`src/rtl/ocp_pkg.sv`:
```
// Shared OCP encodings and the burst master state type.
package ocp_pkg;

    // Request-phase command encodings
    localparam logic [2:0] MCMD_IDLE = 3'b000;
    localparam logic [2:0] MCMD_WR   = 3'b001;
    localparam logic [2:0] MCMD_RD   = 3'b010;

    // Response-phase encodings
    localparam logic [1:0] SRESP_NULL = 2'b00;
    localparam logic [1:0] SRESP_DVA  = 2'b01;
    localparam logic [1:0] SRESP_FAIL = 2'b10;
    localparam logic [1:0] SRESP_ERR  = 2'b11;

    localparam logic [2:0] BURST_INCR = 3'b000;

    typedef enum logic [1:0] {
        StIdle,
        StWr,
        StRd,
        StRsp
    } state_e;

endpackage

```
`src/rtl/ocp_burst_master.sv`:
```
// OCP master sequencer: turns host burst descriptors and a write-data stream into
// per-beat INCR requests, and forwards read responses onto a host valid/ready stream.
module ocp_burst_master
    import ocp_pkg::*;
#(
    parameter int unsigned TAGI_WIDTH = 5,
    parameter int unsigned BLEN_WIDTH = 4,
    parameter int unsigned DATA_WIDTH = 32,
    parameter int unsigned ADDR_WIDTH = 5
) (
    input  logic                    clk,
    input  logic                    rst,
    input  logic                    cmd_valid,
    output logic                    cmd_ready,
    input  logic [2:0]              cmd_op,
    input  logic [ADDR_WIDTH-1:0]   cmd_addr,
    input  logic [BLEN_WIDTH-1:0]   cmd_len,
    input  logic [DATA_WIDTH/8-1:0] cmd_byteen,
    output logic                    cmd_err,
    input  logic                    wdata_valid,
    output logic                    wdata_ready,
    input  logic [DATA_WIDTH-1:0]   wdata,
    output logic [2:0]              mcmd,
    output logic [ADDR_WIDTH-1:0]   maddr,
    output logic [BLEN_WIDTH-1:0]   mburstlenght,
    output logic [2:0]              mburstseq,
    output logic [DATA_WIDTH/8-1:0] mbyteen,
    output logic [DATA_WIDTH-1:0]   mdata,
    input  logic                    scmdaccept,
    input  logic [1:0]              sresp,
    input  logic [DATA_WIDTH-1:0]   sdata,
    output logic                    mrespaccept,
    output logic                    rdata_valid,
    input  logic                    rdata_ready,
    output logic [DATA_WIDTH-1:0]   rdata,
    output logic                    rdata_last,
    output logic                    rsp_err
);

    localparam int unsigned BeWidth = DATA_WIDTH / 8;
    localparam logic [ADDR_WIDTH-1:0] AddrStep = ADDR_WIDTH'(BeWidth);

    // Tag width is reserved for a tagged extension and has no logic yet
    logic [TAGI_WIDTH-1:0] unused_tag;
    assign unused_tag = '0;

    state_e                  state_q, state_d;
    logic [2:0]              mcmd_q, mcmd_d;
    logic [ADDR_WIDTH-1:0]   maddr_q, maddr_d;
    logic [BLEN_WIDTH-1:0]   len_q, len_d;
    logic [BeWidth-1:0]      byteen_q, byteen_d;
    logic [DATA_WIDTH-1:0]   mdata_q, mdata_d;
    logic [BLEN_WIDTH-1:0]   req_cnt_q, req_cnt_d;
    logic [BLEN_WIDTH-1:0]   rsp_cnt_q, rsp_cnt_d;

    logic cmd_ok, cmd_take, in_read, rsp_take, req_accept, wdata_take;

    // Handshake decode and the combinational read-return passthrough
    always_comb begin
        cmd_ok      = ((cmd_op == MCMD_WR) || (cmd_op == MCMD_RD)) && (cmd_len != '0);
        cmd_ready   = (state_q == StIdle) && !rst;
        cmd_take    = cmd_ready && cmd_valid && cmd_ok;
        cmd_err     = cmd_ready && cmd_valid && !cmd_ok;
        in_read     = (state_q == StRd) || (state_q == StRsp);
        rdata_valid = in_read && (sresp != SRESP_NULL);
        mrespaccept = in_read && rdata_ready;
        rsp_take    = rdata_valid && rdata_ready;
        rsp_err     = rsp_take && ((sresp == SRESP_FAIL) || (sresp == SRESP_ERR));
        rdata       = sdata;
        rdata_last  = rdata_valid && (rsp_cnt_q == len_q - BLEN_WIDTH'(1));
        req_accept  = (mcmd_q != MCMD_IDLE) && scmdaccept;
        // A new write beat may load into the slot the slave is accepting this cycle
        wdata_ready = (state_q == StWr) && (req_cnt_q != len_q)
                      && ((mcmd_q != MCMD_WR) || scmdaccept);
        wdata_take  = wdata_ready && wdata_valid;
    end

    // Next-state and registered request fields
    always_comb begin
        state_d   = state_q;
        mcmd_d    = mcmd_q;
        maddr_d   = maddr_q;
        len_d     = len_q;
        byteen_d  = byteen_q;
        mdata_d   = mdata_q;
        req_cnt_d = req_cnt_q;
        rsp_cnt_d = rsp_take ? rsp_cnt_q + BLEN_WIDTH'(1) : rsp_cnt_q;

        unique case (state_q)
            StIdle: begin
                if (cmd_take) begin
                    len_d     = cmd_len;
                    byteen_d  = cmd_byteen;
                    maddr_d   = cmd_addr;
                    req_cnt_d = '0;
                    rsp_cnt_d = '0;
                    if (cmd_op == MCMD_WR) begin
                        state_d = StWr;
                    end else begin
                        state_d = StRd;
                        mcmd_d  = MCMD_RD;
                    end
                end
            end
            StWr: begin
                // req_cnt counts beats loaded from the wdata stream
                if (req_accept) begin
                    maddr_d = maddr_q + AddrStep;
                    mcmd_d  = MCMD_IDLE;
                end
                if (wdata_take) begin
                    mcmd_d    = MCMD_WR;
                    mdata_d   = wdata;
                    req_cnt_d = req_cnt_q + BLEN_WIDTH'(1);
                end else if (req_accept && (req_cnt_q == len_q)) begin
                    state_d = StIdle;
                end
            end
            StRd: begin
                // req_cnt counts read requests accepted by the slave
                if (req_accept) begin
                    maddr_d   = maddr_q + AddrStep;
                    req_cnt_d = req_cnt_q + BLEN_WIDTH'(1);
                    if (req_cnt_q == len_q - BLEN_WIDTH'(1)) begin
                        mcmd_d  = MCMD_IDLE;
                        state_d = (rsp_cnt_d == len_q) ? StIdle : StRsp;
                    end
                end
            end
            StRsp: begin
                if (rsp_cnt_d == len_q) begin
                    state_d = StIdle;
                end
            end
            default: state_d = StIdle;
        endcase
    end

    // State and request registers with synchronous reset
    always_ff @(posedge clk) begin
        if (rst) begin
            state_q   <= StIdle;
            mcmd_q    <= MCMD_IDLE;
            maddr_q   <= '0;
            len_q     <= '0;
            byteen_q  <= '0;
            mdata_q   <= '0;
            req_cnt_q <= '0;
            rsp_cnt_q <= '0;
        end else begin
            state_q   <= state_d;
            mcmd_q    <= mcmd_d;
            maddr_q   <= maddr_d;
            len_q     <= len_d;
            byteen_q  <= byteen_d;
            mdata_q   <= mdata_d;
            req_cnt_q <= req_cnt_d;
            rsp_cnt_q <= rsp_cnt_d;
        end
    end

    assign mcmd         = mcmd_q;
    assign maddr        = maddr_q;
    assign mburstlenght = len_q;
    assign mburstseq    = BURST_INCR;
    assign mbyteen      = byteen_q;
    assign mdata        = mdata_q;

endmodule
```
`config.mk`:
```
export PLATFORM = sky130hd
export DESIGN_NAME = ocp_burst_master
export DESIGN_NICKNAME = d
export VERILOG_FILES = /design/src/rtl/ocp_pkg.sv /design/src/rtl/ocp_burst_master.sv
export SDC_FILE = /design/constraint.sdc
export NUM_CORES = 1
export LEC_CHECK = 0
export BUFFER_PORTS_ARGS = -buffer_cell sky130_fd_sc_hd__buf_2
export CAP_MARGIN = 0
export CORE_AREA = 2 2 91 93
export DETAILED_ROUTE_END_ITERATION = 10
export DIE_AREA = 0 0 93 95
export HOLD_SLACK_MARGIN = 0.03
export PLACE_DENSITY = 0.78
export SLEW_MARGIN = 10
export SYNTH_ARGS = -nofsm -noshare
export SYNTH_HDL_FRONTEND = slang
export SYNTH_SLANG_ARGS = --single-unit
```
`constraint.sdc`:
```
create_clock -name clk -period 3.7 [get_ports clk]
set_input_delay 0 -clock clk [delete_from_list [all_inputs] [get_ports clk]]
set_output_delay 0 -clock clk [all_outputs]
set_load 0.1 [all_outputs]
```
# Word level (Yosys, flattened, before mapping)

Index checks and enable logic that the tools add are counted.

Register bits after elaboration: 58
Word-level logic and storage cells: 95

Add/sub/neg operators: 4
Multiplexer cells: 26
Reductions and logical operators: 34
Equality and inequality tests: 23

Operators by type and width:

| operator                                                                | number |
|---|---|
| 4-bit two-way mux                                                       | 6 |
| 3-bit two-way mux                                                       | 6 |
| 4-bit == test                                                           | 4 |
| 2-bit two-way mux                                                       | 8 |
| 1-bit logical AND                                                       | 15 |
| 4-bit case mux with 3 select lines                                      | 1 |
| 6-bit AND reduction                                                     | 2 |
| 5-bit two-way mux                                                       | 2 |
| 2-bit inequality test, second input constant                            | 5 |
| 5-bit case mux with 2 select lines                                      | 1 |
| 3-bit case mux with 3 select lines                                      | 1 |
| 4-bit by 1-bit adder with 4-bit output, second input constant           | 2 |
| 2-bit == test, second input constant                                    | 4 |
| 2-bit by 1-bit inequality test with 1-bit output, second input constant | 4 |
| 2-bit case mux with 4 select lines                                      | 1 |
| 3-bit nonzero test                                                      | 2 |
| 5-bit by 3-bit adder with 5-bit output, second input constant           | 1 |
| 1-bit logical OR                                                        | 4 |
| 4-bit inequality test                                                   | 1 |
| 2-bit AND reduction                                                     | 2 |
| 4-bit AND reduction                                                     | 1 |
| 2-bit nonzero test                                                      | 2 |
| 4-bit nonzero test                                                      | 1 |
| 4-bit by 1-bit subtractor with 4-bit output, second input constant      | 1 |
| other kinds (9)                                                         | 10 |

# Depth between registers and ports, before layout

Depth after elaboration: 10
Gate-level depth with buffers: 9
Depth with buffers taken out: 8

# Worst setup path before layout

Ideal clock, no wire load.

Path kind: register to output
Start point: register len_q[0] (netlist: mburstlenght[0])
End point: output port rdata_last
Arrival time: 4.056 ns
Stages on the path, launching flop included: 6
Path slack: -0.356 ns
Path buffers: 0
Data required time: 3.700 ns
Cell sequence: dfxtp_1 > inv_1 > ha_1 > xor2_1 > nand2_1 > a211oi_1

Word-level cells in the longest chain between the ends: 3

Ends and longest elaborated chain:

| item                                        | RTL line                | RTL |
|---|---|---|
| start, declared                             | ocp_burst_master.sv:50  | `logic [BLEN_WIDTH-1:0] len_q, len_d;` |
| start signal, assigned                      | ocp_burst_master.sv:154 | `len_q <= len_d;` |
| 4-bit by 1-bit subtractor with 4-bit output | ocp_burst_master.sv:70  | `rdata_last = rdata_valid && (rsp_cnt_q == len_q - BLEN_WIDTH'(1));` |
| 4-bit == test                               | ocp_burst_master.sv:70  |  |
| 1-bit logical AND                           | ocp_burst_master.sv:70  |  |
| end, declared                               | ocp_burst_master.sv:36  | `output logic rdata_last,` |

Every way passes these cells.

# Worst setup path after layout

Start point: register state_q[0]
End point: register maddr_q[2] (netlist: maddr[2])

Word-level cells in the longest chain between the ends: 6

Ends and longest elaborated chain:

| item                            | RTL line                                       | RTL |
|---|---|---|
| start, declared                 | ocp_burst_master.sv:47                         | `state_e state_q, state_d;` |
| start signal, assigned          | ocp_burst_master.sv:142                        | `state_q <= StIdle;` |
| start signal, assigned          | ocp_burst_master.sv:151                        | `state_q <= state_d;` |
| 2-bit logical NOT               | ocp_burst_master.sv:61, ocp_burst_master.sv:89 |  |
| 1-bit logical AND               | ocp_burst_master.sv:61                         | `cmd_ready = (state_q == StIdle) && !rst;` |
| 1-bit logical AND (2 in a row)  | ocp_burst_master.sv:62                         | `cmd_take = cmd_ready && cmd_valid && cmd_ok;` |
| 2-bit inequality test (no line) | --                                             |  |
| 3-bit AND reduction (no line)   | --                                             |  |
| end signal, assigned            | ocp_burst_master.sv:153                        | `maddr_q <= maddr_d;` |
| end, declared                   | ocp_burst_master.sv:49                         | `logic [ADDR_WIDTH-1:0] maddr_q, maddr_d;` |

Parallel ways exist; a longest one is shown, timed or not.
A chain may end at the register's enable or synchronous reset.

==> run metrics <==
outcome complete, no violations; CTS Buf Count 9; most frequent cells in the layout buf_2, dlygate4sd3_1, dfxtp_1; Req. time, crit path 3.94 ns; Final Max Tran Viols 0; routed vias/inst roughly 4.8; Least-Margin Pin Slew 1.02 ns; Hold Path Class in -> reg; FMAX 0.389 GHz; Yosys Warn Count 0; Synth cell types roughly 50; row count 33; Tcrit/Tclk final 0.695; skew final around 0.0067 ns; largest net degree at the start of global routing 60; Internal roughly 1.3 mW; Root Driver clkbuf_8; clk buf depth 2; DPL Wire Length between 4 and 5 mm; total routed wirelength slightly below 8 mm; placed inst area 3380 um2; crit end category flip-flop; die area around 8800 um2; critical path class reg -> reg; Max VDD drop 0.313 mV; Post-Syn Area ~3000 um2; Critical Path Start Type flip-flop; fin nets 576; GRT Total Usage 0.169; initial antenna violation count 0; CP delay by family, top simple AND/OR/NAND/NOR gates; Reg power frac 0.314; H-tree depth 3; Post-synth top flop dfxtp_1; combinational power share 0.345; Clock Latency Late Sink between 0.3 and 0.4 ns; global route total overflow 0; width of the die 93 um; drt drc 0; sequential area share after synthesis 0.377; Slew headroom 0.323; post-CTS setup buffer count 0; Async SR Flop Fraction 0; number of global-route vias before repair about 2,600; Starting Density 0.382; commonest non-fill, non-tap cell in the layout buf_2; Net Switching 0.780 mW; Crit-path slowest cell and3_1; Buffers on Ports about 110; Setup violations, final 0; worst path buffer plus inverter count 2; # diodes 0; Max-Cap Viols 0; Arr. time, crit path 2.82 ns; Reg clk slew, reported paths ~0.06 ns; clk sink count 57; setup tns final 0 ns; CTS resizes 0; drt wl/cell ~13 um; RSZ-0062 raised after global routing no; Syn-to-layout area delta 44.8%; Hold Worst Slack ~0.056 ns; syn_area_per_cell just over 9 um2; final core utilization 0.553; DIE HEIGHT about 95 um; Pleak 2.17 nW; critical path's most frequent cell inv_1; switch share 0.374; Post-synth EDFFs 0; fin area ~4400 um2; Max FO, Critical Path 14; total number of vias between 2,000 and 3,000; Routed Antenna Nets 0; Final GP Congestion 0.821; clock network power share 0.340; #FFs+latches synth 57; Cells after Synth approximately 330; Power Density 475 nW/um2; crit-path cells inv_1 > ha_1 > inv_1 > nor2_1 > and3_1 > o21ai_1 > or3_1 > a21oi_1; Final Hold Fails 0; I/O pin count ~180; Core Box Area just under 8000 um2; router iterations before antenna repair 4; CTS tree done; Tmin final between 2 and 3 ns; first-pass GRT wire length between 10 and 15 mm; Initial DRC Count 92; slowest stage delay, CP just under 0.7 ns; layout cells sized above 1 0.276
-- flip-flops by register name, summed over array words and instances, names as in the netlist --
register and count:
state_q 2, maddr 5, rsp_cnt_q 4, req_cnt_q 4, mbyteen 4, mcmd 2
mdata 32, mburstlenght 4
-- cell families after synthesis --
kind of cell | Yosys count | share of synthesized area
other | 1 | 0.00124
DFF | 57 | 0.377
buffers and inverters | 61 | 0.125
muxes | 47 | 0.156
xor gates and xnor gates | 19 | 0.0595
and+or+nand+nor | 102 | 0.159
AOI/OAI and AO/OA | 38 | 0.0896
adders and majority gates | 8 | 0.0330
-- Yosys cell counts, drive strengths merged (3+ instances only) --
library cell,count,share of area
a21oi,7,0.012
buf,43,0.10
clkbuf,10,0.012
dfxtp,57,0.38
ha,8,0.033
inv,8,0.0099
mux2i,45,0.15
nand2,12,0.015
nand3,9,0.015
nor2,51,0.063
nor2b,7,0.014
nor3,7,0.013
o21ai,13,0.023
xnor2,15,0.043
xor2,3,0.0087
-- worst register-to-register path, cell delays in order (launching register included) --
cell and delay [ns]:
dfxtp_1 0.33, inv_1 0.10, ha_1 0.28, inv_1 0.12, nor2_1 0.15, and3_1 0.69
o21ai_1 0.30, or3_1 0.40, a21oi_1 0.14
-- per-stage QoR --
step	setup WS, ns	cells	total power [mW]
4_1_cts	1.11	590	2.10
6_report	1.13	590	2.09
5_1_grt	0.939	590	2.17
3_3_place_gp	1.23	498	1.18
3_5_place_dp	1.13	498	1.19
2_1_floorplan	0.495	336	1.25
-- layout make-up --
| class | instances | area [um2] |
|---|---|---|
| Fill cell | 715 | 3540 |
| Clock buffer | 11 | 141 |
| Multi-Input combinational cell | 218 | 1530 |
| Tap cell | 105 | 131 |
| Timing Repair Buffer | 186 | 1310 |
| Sequential cell | 57 | 1140 |
| Clock inverter | 5 | 103 |
| Inverter | 8 | 30.0 |
-- per-layer routing --
layer | vias up | part of all wire | track usage | wire length [um]
met1 | 1321 | 0.40 | 0.195 | 3110
met3 | 6 | 0.070 | 0.0503 | 541
li1 | 1391 | - | - | -
met4 | 0 | 0.0071 | 0.0453 | 55
met2 | 103 | 0.52 | 0.306 | 4050
met5 | - | 0 | 0 | 0
-- path summary, 6_finish.rpt --
path / depth (start not counted) / slack, ns / to / start
hold reg to reg: 2 / 0.49 / mdata[1]$_SDFFE_PP0P_ / mdata[1]$_SDFFE_PP0P_
setup reg to reg: 8 / 1.13 / maddr[2]$_SDFFE_PP0P_ / state_q[0]$_SDFFE_PP0P_
setup / recovery: 8 / 1.13 / maddr[2]$_SDFFE_PP0P_ / state_q[0]$_SDFFE_PP0P_
hold / removal: 5 / 0.06 / maddr[4]$_SDFFE_PP0P_ / cmd_addr[4]
-- what timing repair did --
action,CTS,global route
hold buffers,76,0
setup endpoints to repair,0,0
endpoints found under the hold margin,76,0
-- power groups by stage --
stage	Combinational [mW]	Clock [mW]	Sequential [mW]
floorplan	0.489	0	0.765
global route	0.760	0.754	0.659
global placement	0.509	0	0.668
finish	0.720	0.710	0.656
detailed placement	0.518	0	0.669
CTS	0.718	0.727	0.655
Power figures use the tool's default switching activity.
